===== config.mk =====
export PLATFORM = sky130hd
export DESIGN_NAME = pipe_hazard_ctrl
export DESIGN_NICKNAME = d
export VERILOG_FILES = /design/src/rtl/pipe_hazard_ctrl.sv
export SDC_FILE = /design/constraint.sdc
export NUM_CORES = 1
export LEC_CHECK = 0
export ABC_CLOCK_PERIOD_IN_PS = 6100
export CORE_UTILIZATION = 60
export CTS_CLUSTER_DIAMETER = 40
export DETAILED_ROUTE_END_ITERATION = 10
export DONT_BUFFER_PORTS = 1
export MAX_ROUTING_LAYER = met4
export PLACE_DENSITY = 0.76
export REMOVE_ABC_BUFFERS = 1
export SLEW_MARGIN = 10
export SYNTH_ARGS = -nofsm -noshare
export SYNTH_HDL_FRONTEND = slang
export SYNTH_SLANG_ARGS = --single-unit

===== constraint.sdc =====
create_clock -name clk -period 6.1 [get_ports clk]
set_input_delay 1.525 -clock clk [delete_from_list [all_inputs] [get_ports clk]]
set_output_delay 1.525 -clock clk [all_outputs]
set_load 0.005 [all_outputs]

===== src/rtl/pipe_hazard_ctrl.sv =====
// rtl/pipe_hazard_ctrl.sv - RAW hazard tracker with stall/flush/forward control
// Optional feature macro: HAZARD_FORWARDING_EN (forward-select outputs, load-use-only stalls).
module pipe_hazard_ctrl #(
    parameter int REG_ADDR_W = 5,
    parameter int DEPTH      = 3,
    parameter int CNT_W      = 16,
    localparam int FWD_W     = $clog2(DEPTH + 1)
) (
    input  logic                  clk,
    input  logic                  arst_n,
    input  logic                  enable,
    input  logic                  id_valid,
    input  logic [REG_ADDR_W-1:0] id_rs1,
    input  logic [REG_ADDR_W-1:0] id_rs2,
    input  logic                  id_rs1_used,
    input  logic                  id_rs2_used,
    input  logic [REG_ADDR_W-1:0] id_rd,
    input  logic                  id_reg_write,
    input  logic                  id_mem_read,
    input  logic                  branch_taken_ex,
    output logic                  stall_if_id,
    output logic                  bubble_id_ex,
    output logic                  flush_if_id,
    output logic [FWD_W-1:0]      fwd_sel_rs1,
    output logic [FWD_W-1:0]      fwd_sel_rs2,
    output logic [DEPTH-1:0]      inflight_valid,
    output logic [CNT_W-1:0]      stall_cycles
);

    logic [DEPTH-1:0]      valid_q;
    logic [DEPTH-1:0]      rw_q;
    logic [DEPTH-1:0]      mr_q;
    logic [REG_ADDR_W-1:0] rd_q [DEPTH];
    logic [CNT_W-1:0]      stall_cnt_q;

    logic [DEPTH-1:0]      match_rs1;
    logic [DEPTH-1:0]      match_rs2;
    logic                  hazard;
    logic                  entry0_valid_d;
    logic                  entry0_rw_d;

    always_comb begin
        match_rs1 = '0;
        match_rs2 = '0;
        for (int k = 0; k < DEPTH; k++) begin
            match_rs1[k] = id_rs1_used && (id_rs1 != '0) && valid_q[k] && rw_q[k] && (rd_q[k] == id_rs1);
            match_rs2[k] = id_rs2_used && (id_rs2 != '0) && valid_q[k] && rw_q[k] && (rd_q[k] == id_rs2);
        end
    end

`ifdef HAZARD_FORWARDING_EN
    logic [FWD_W-1:0] sel_rs1;
    logic [FWD_W-1:0] sel_rs2;

    // Walk from oldest to youngest so the youngest producer wins.
    always_comb begin
        sel_rs1 = '0;
        sel_rs2 = '0;
        for (int k = DEPTH - 1; k >= 0; k--) begin
            if (match_rs1[k]) sel_rs1 = FWD_W'(k + 1);
            if (match_rs2[k]) sel_rs2 = FWD_W'(k + 1);
        end
    end

    assign hazard      = (match_rs1[0] || match_rs2[0]) && mr_q[0];
    assign fwd_sel_rs1 = enable ? sel_rs1 : '0;
    assign fwd_sel_rs2 = enable ? sel_rs2 : '0;
`else
    assign hazard      = (|match_rs1) || (|match_rs2);
    assign fwd_sel_rs1 = '0;
    assign fwd_sel_rs2 = '0;
`endif

    // Only entry 0's load flag can ever matter; the rest ride along unread.
    logic unused_mr;
    assign unused_mr = ^mr_q;

    assign flush_if_id  = enable && branch_taken_ex;
    assign stall_if_id  = enable && id_valid && !branch_taken_ex && hazard;
    assign bubble_id_ex = stall_if_id || flush_if_id;

    assign entry0_valid_d = id_valid && !stall_if_id && !flush_if_id;
    assign entry0_rw_d    = id_reg_write && (id_rd != '0);

    always_ff @(posedge clk or negedge arst_n) begin
        if (!arst_n) begin
            valid_q     <= '0;
            rw_q        <= '0;
            mr_q        <= '0;
            stall_cnt_q <= '0;
            for (int k = 0; k < DEPTH; k++) begin
                rd_q[k] <= '0;
            end
        end else if (enable) begin
            valid_q <= {valid_q[DEPTH-2:0], entry0_valid_d};
            rw_q    <= {rw_q[DEPTH-2:0], entry0_rw_d};
            mr_q    <= {mr_q[DEPTH-2:0], id_mem_read};
            rd_q[0] <= id_rd;
            for (int k = 1; k < DEPTH; k++) begin
                rd_q[k] <= rd_q[k-1];
            end
            if (stall_if_id && (stall_cnt_q != {CNT_W{1'b1}})) begin
                stall_cnt_q <= stall_cnt_q + 1'b1;
            end
        end
    end

    assign inflight_valid = valid_q;
    assign stall_cycles   = stall_cnt_q;

endmodule


==> qor.csv <==
stage;metric;value;unit
status;status;completed;
global_routing;antenna_found_initial;0;
timing;finalSetupViolCount;0;
detailed_routing;route.detailed.drc;0;
timing;fin_hold_ws;520;ps
logic_synthesis;yosysWarningCount;0;
logic_synthesis;synth-async-reset-ratio;1.00;
floorplanning;core;0.00313;sq mm
clock_network;cts_sinks;37;
clock_network;clk_latency;340;ps
timing;slew_headroom;0.551;
detailed_routing;wl_per_cell;17.4;um
hold_path;hold_end;stall_cycles[5];
timing;fmax;213;MHz
critical_path;ff2ff_setup_slack;3650;ps
power;p_total;486;uW
floorplanning;initial_core_util;0.650;
detailed_routing;finalWirelength;3850;um
layout;num_antenna_cells;0;
detailed_routing;drt_first_pass_iters;4;
layout;regArea;926;sq um
clock_network;cts_max_path_buffers;2;
detailed_routing;viasPerCell;6.06;
logic_synthesis;ys_ff_latch;37;
logic_synthesis;yosysTopAreaCell;dfrtp_1;
critical_path;crit_type;in -> out;
logic_synthesis;synth_area;0.00203;sq mm
logic_synthesis;synth_xor_xnor_area_share;0.194;
critical_path;cp-end-kind;output pin;
logic_synthesis;synth_top_family_by_area;XOR/XNOR gates;
floorplanning;rows;20;
detailed_routing;drt_iter0_markers;80;
layout;final_core_util;0.672;
timing;postLayoutSetupSlackWorst;1400;ps
timing;fin_skew;5.15;ps
logic_synthesis;synthDistinctLibCells;33;
logic_synthesis;syn_inst;175;
global_routing;grt_overflow_total;0;
timing;fin_crit;4700;ps
placement;dp_slack;1380;ps
logic_synthesis;synth_seq_area_share;0.456;
clock_network;clk_pin_slew;100;ps
clock_network;cts_tree;yes;
logic_synthesis;synth_mux_area_frac;0.111;
timing;hold_viol;0;
clock_network;post_cts_buffers;0;
global_routing;grt_pass1_wl;6260;um
global_routing;grt_start_max_net_pins;38;
floorplanning;die_area;0.00362;sq mm
logic_synthesis;synth.area.top_cells;dfrtp_1, mux2_2, xor2_1, xnor2_1, nand4_1;
clock_network;cts_inserted_buffers;5;
clock_network;cts-root-buf;clkbuf_4;
critical_path;worst_r2r_path_depth;6;
floorplanning;die_x;60.2;um
floorplanning;ios;50;
critical_path;regToRegStartpoint;rd_q[9];
detailed_routing;detail-route-antenna-nets;0;
logic_synthesis;ys.flop_type;dfrtp_1;
critical_path;crit_required;4580;ps
power;p_leak;0.000877;uW
layout;area_growth;3.39;%
logic_synthesis;synth-adder-area-share;0.00616;
timing;worstMarginPinSlew;674;ps
global_routing;grt_usage;0.250;
timing;tns;0;ps
logic_synthesis;yosys.area_share.simple;0.161;
layout;fillers;233;
hold_path;hold_class;reg -> reg;
logic_synthesis;synth-edff-count;0;
flow_run;cap_violations;0;
logic_synthesis;ys_top_cells_by_count;dfrtp_1, xor2_1, mux2_2, xnor2_1, nand4_1;
critical_path;cp_max_fo;4;
hold_path;min_path_cells;1;
critical_path;rr_endpoint;stall_cycles[1];
power;ir_drop;0.000138;V
logic_synthesis;synth_top_area_frac;0.456;
placement;gp_congestion;0.939;
layout;drive_above_1_share;0.181;
timing;layout_worst_path_cycle_share;0.771;
logic_synthesis;synth-compound-area-share;0.0394;
clock_network;htree_levels;2;
hold_path;min_from;stall_cycles[5];
timing;drv_slew;0;
floorplanning;fp.dieH;60.2;um
timing;rsz0062_at_grt;false;
detailed_routing;vias;1339;
clock_network;hold_buffers;0;
global_routing;first_global_vias;1302;
critical_path;start_kind;primary input;
logic_synthesis;avgSynthCellArea;11.6;sq um
layout;multiInputGateArea;0.00105;sq mm
logic_synthesis;synth_most_common_cell;dfrtp_1;
placement;port_buffers;0;
power;power_density;231;mW/mm^2
clock_network;cts.repair.resized;0;
critical_path;critPathArrivalTime;3180;ps
layout;finalNetCount;202;
sequential cells by signal, summed over array words and instances (netlist names):
register / cells
rw_q: 3
rd_q: 15
stall_cycles: 16
inflight_valid: 3
logic make-up (layout without fill, tap and decap cells):
family / after synthesis / in the layout
buffers and inverters: 11 / 10
AND/OR/NAND/NOR: 51 / 51
AO/OA/AOI/OAI: 9 / 9
XOR/XNOR: 45 / 45
multiplexers: 20 / 20
other: 1 / 4
flip-flops: 37 / 37
adder cells (fa/ha/maj): 1 / 1
critical path, cell delays in order:
cell and delay (ps):
or4_2 650, o21ai_0 410, a31oi_1 100, nor2_1 130, nor2_1 70, or2_2 290
metrics by stage:
step / instances / instance area (sq um)
6_report: 221 / 2100
5_1_grt: 221 / 2100
4_1_cts: 221 / 2100
3_5_place_dp: 214 / 2050
3_3_place_gp: 214 / 2050
2_1_floorplan: 170 / 1990
layout by cell type, fill, tap and decap left out:
| cell type | n |
|---|---|
| nor4_1 | 6 |
| o21ai_0 | 3 |
| nand3_1 | 5 |
| mux2_2 | 20 |
| and2_1 | 3 |
| inv_1 | 3 |
| nor2_1 | 2 |
| o211ai_1 | 1 |
| o32ai_4 | 1 |
| nand4_1 | 9 |
| and3_4 | 1 |
| a31oi_1 | 2 |
| o32ai_1 | 1 |
| clkbuf_4 | 5 |
| ha_1 | 1 |
| or4_2 | 1 |
| nand3_2 | 1 |
| and3_1 | 5 |
| nand2_1 | 5 |
| and3_2 | 1 |
| xor2_1 | 25 |
| or4_1 | 2 |
| xnor2_1 | 20 |
| conb_1 | 4 |
| nand2b_1 | 1 |
| a41oi_1 | 1 |
| clkbuf_8 | 1 |
| dfrtp_1 | 37 |
| or2_2 | 1 |
| and4_1 | 6 |
| clkbuf_1 | 1 |
| nand3b_1 | 1 |
| and2_0 | 1 |
layout make-up:
cell class | instances | area share
clock buffers | 7 | 0.0262
inverters | 3 | 0.00536
multi-input cells | 130 | 0.501
flip-flops and latches | 37 | 0.441
well taps | 44 | 0.0262
routing by layer:
metal  up-vias  wire (um)  global-route usage
met5         -          0                   -
met4         0         66              0.0930
li1        624          -                   -
met2        55       1790               0.350
met3        11        231              0.0801
met1       649       1770               0.337
report_power, final:
group / internal [uW] / total, uW / switching (uW) / leakage, uW
clock: 54.4 / 131 / 76.4 / 0.0000314
sequential: 266 / 295 / 28.4 / 0.000475
combinational: 38.2 / 60.8 / 22.6 / 0.000371
total: 359 / 486 / 127 / 0.000877
worst max path at each step:
stage                         start      endpoint  slack [ps]  depth (start not counted)
after floorplan           id_rs1[1]  bubble_id_ex        1540                          6
after global placement    id_rs1[1]  bubble_id_ex        1400                          6
after detailed placement  id_rs1[1]  bubble_id_ex        1380                          6
after CTS                 id_rs1[1]  bubble_id_ex        1380                          6
after global routing      id_rs1[1]  bubble_id_ex        1270                          6
final                     id_rs1[1]  bubble_id_ex        1400                          6
Note: power is estimated with default switching activity, not from simulation.
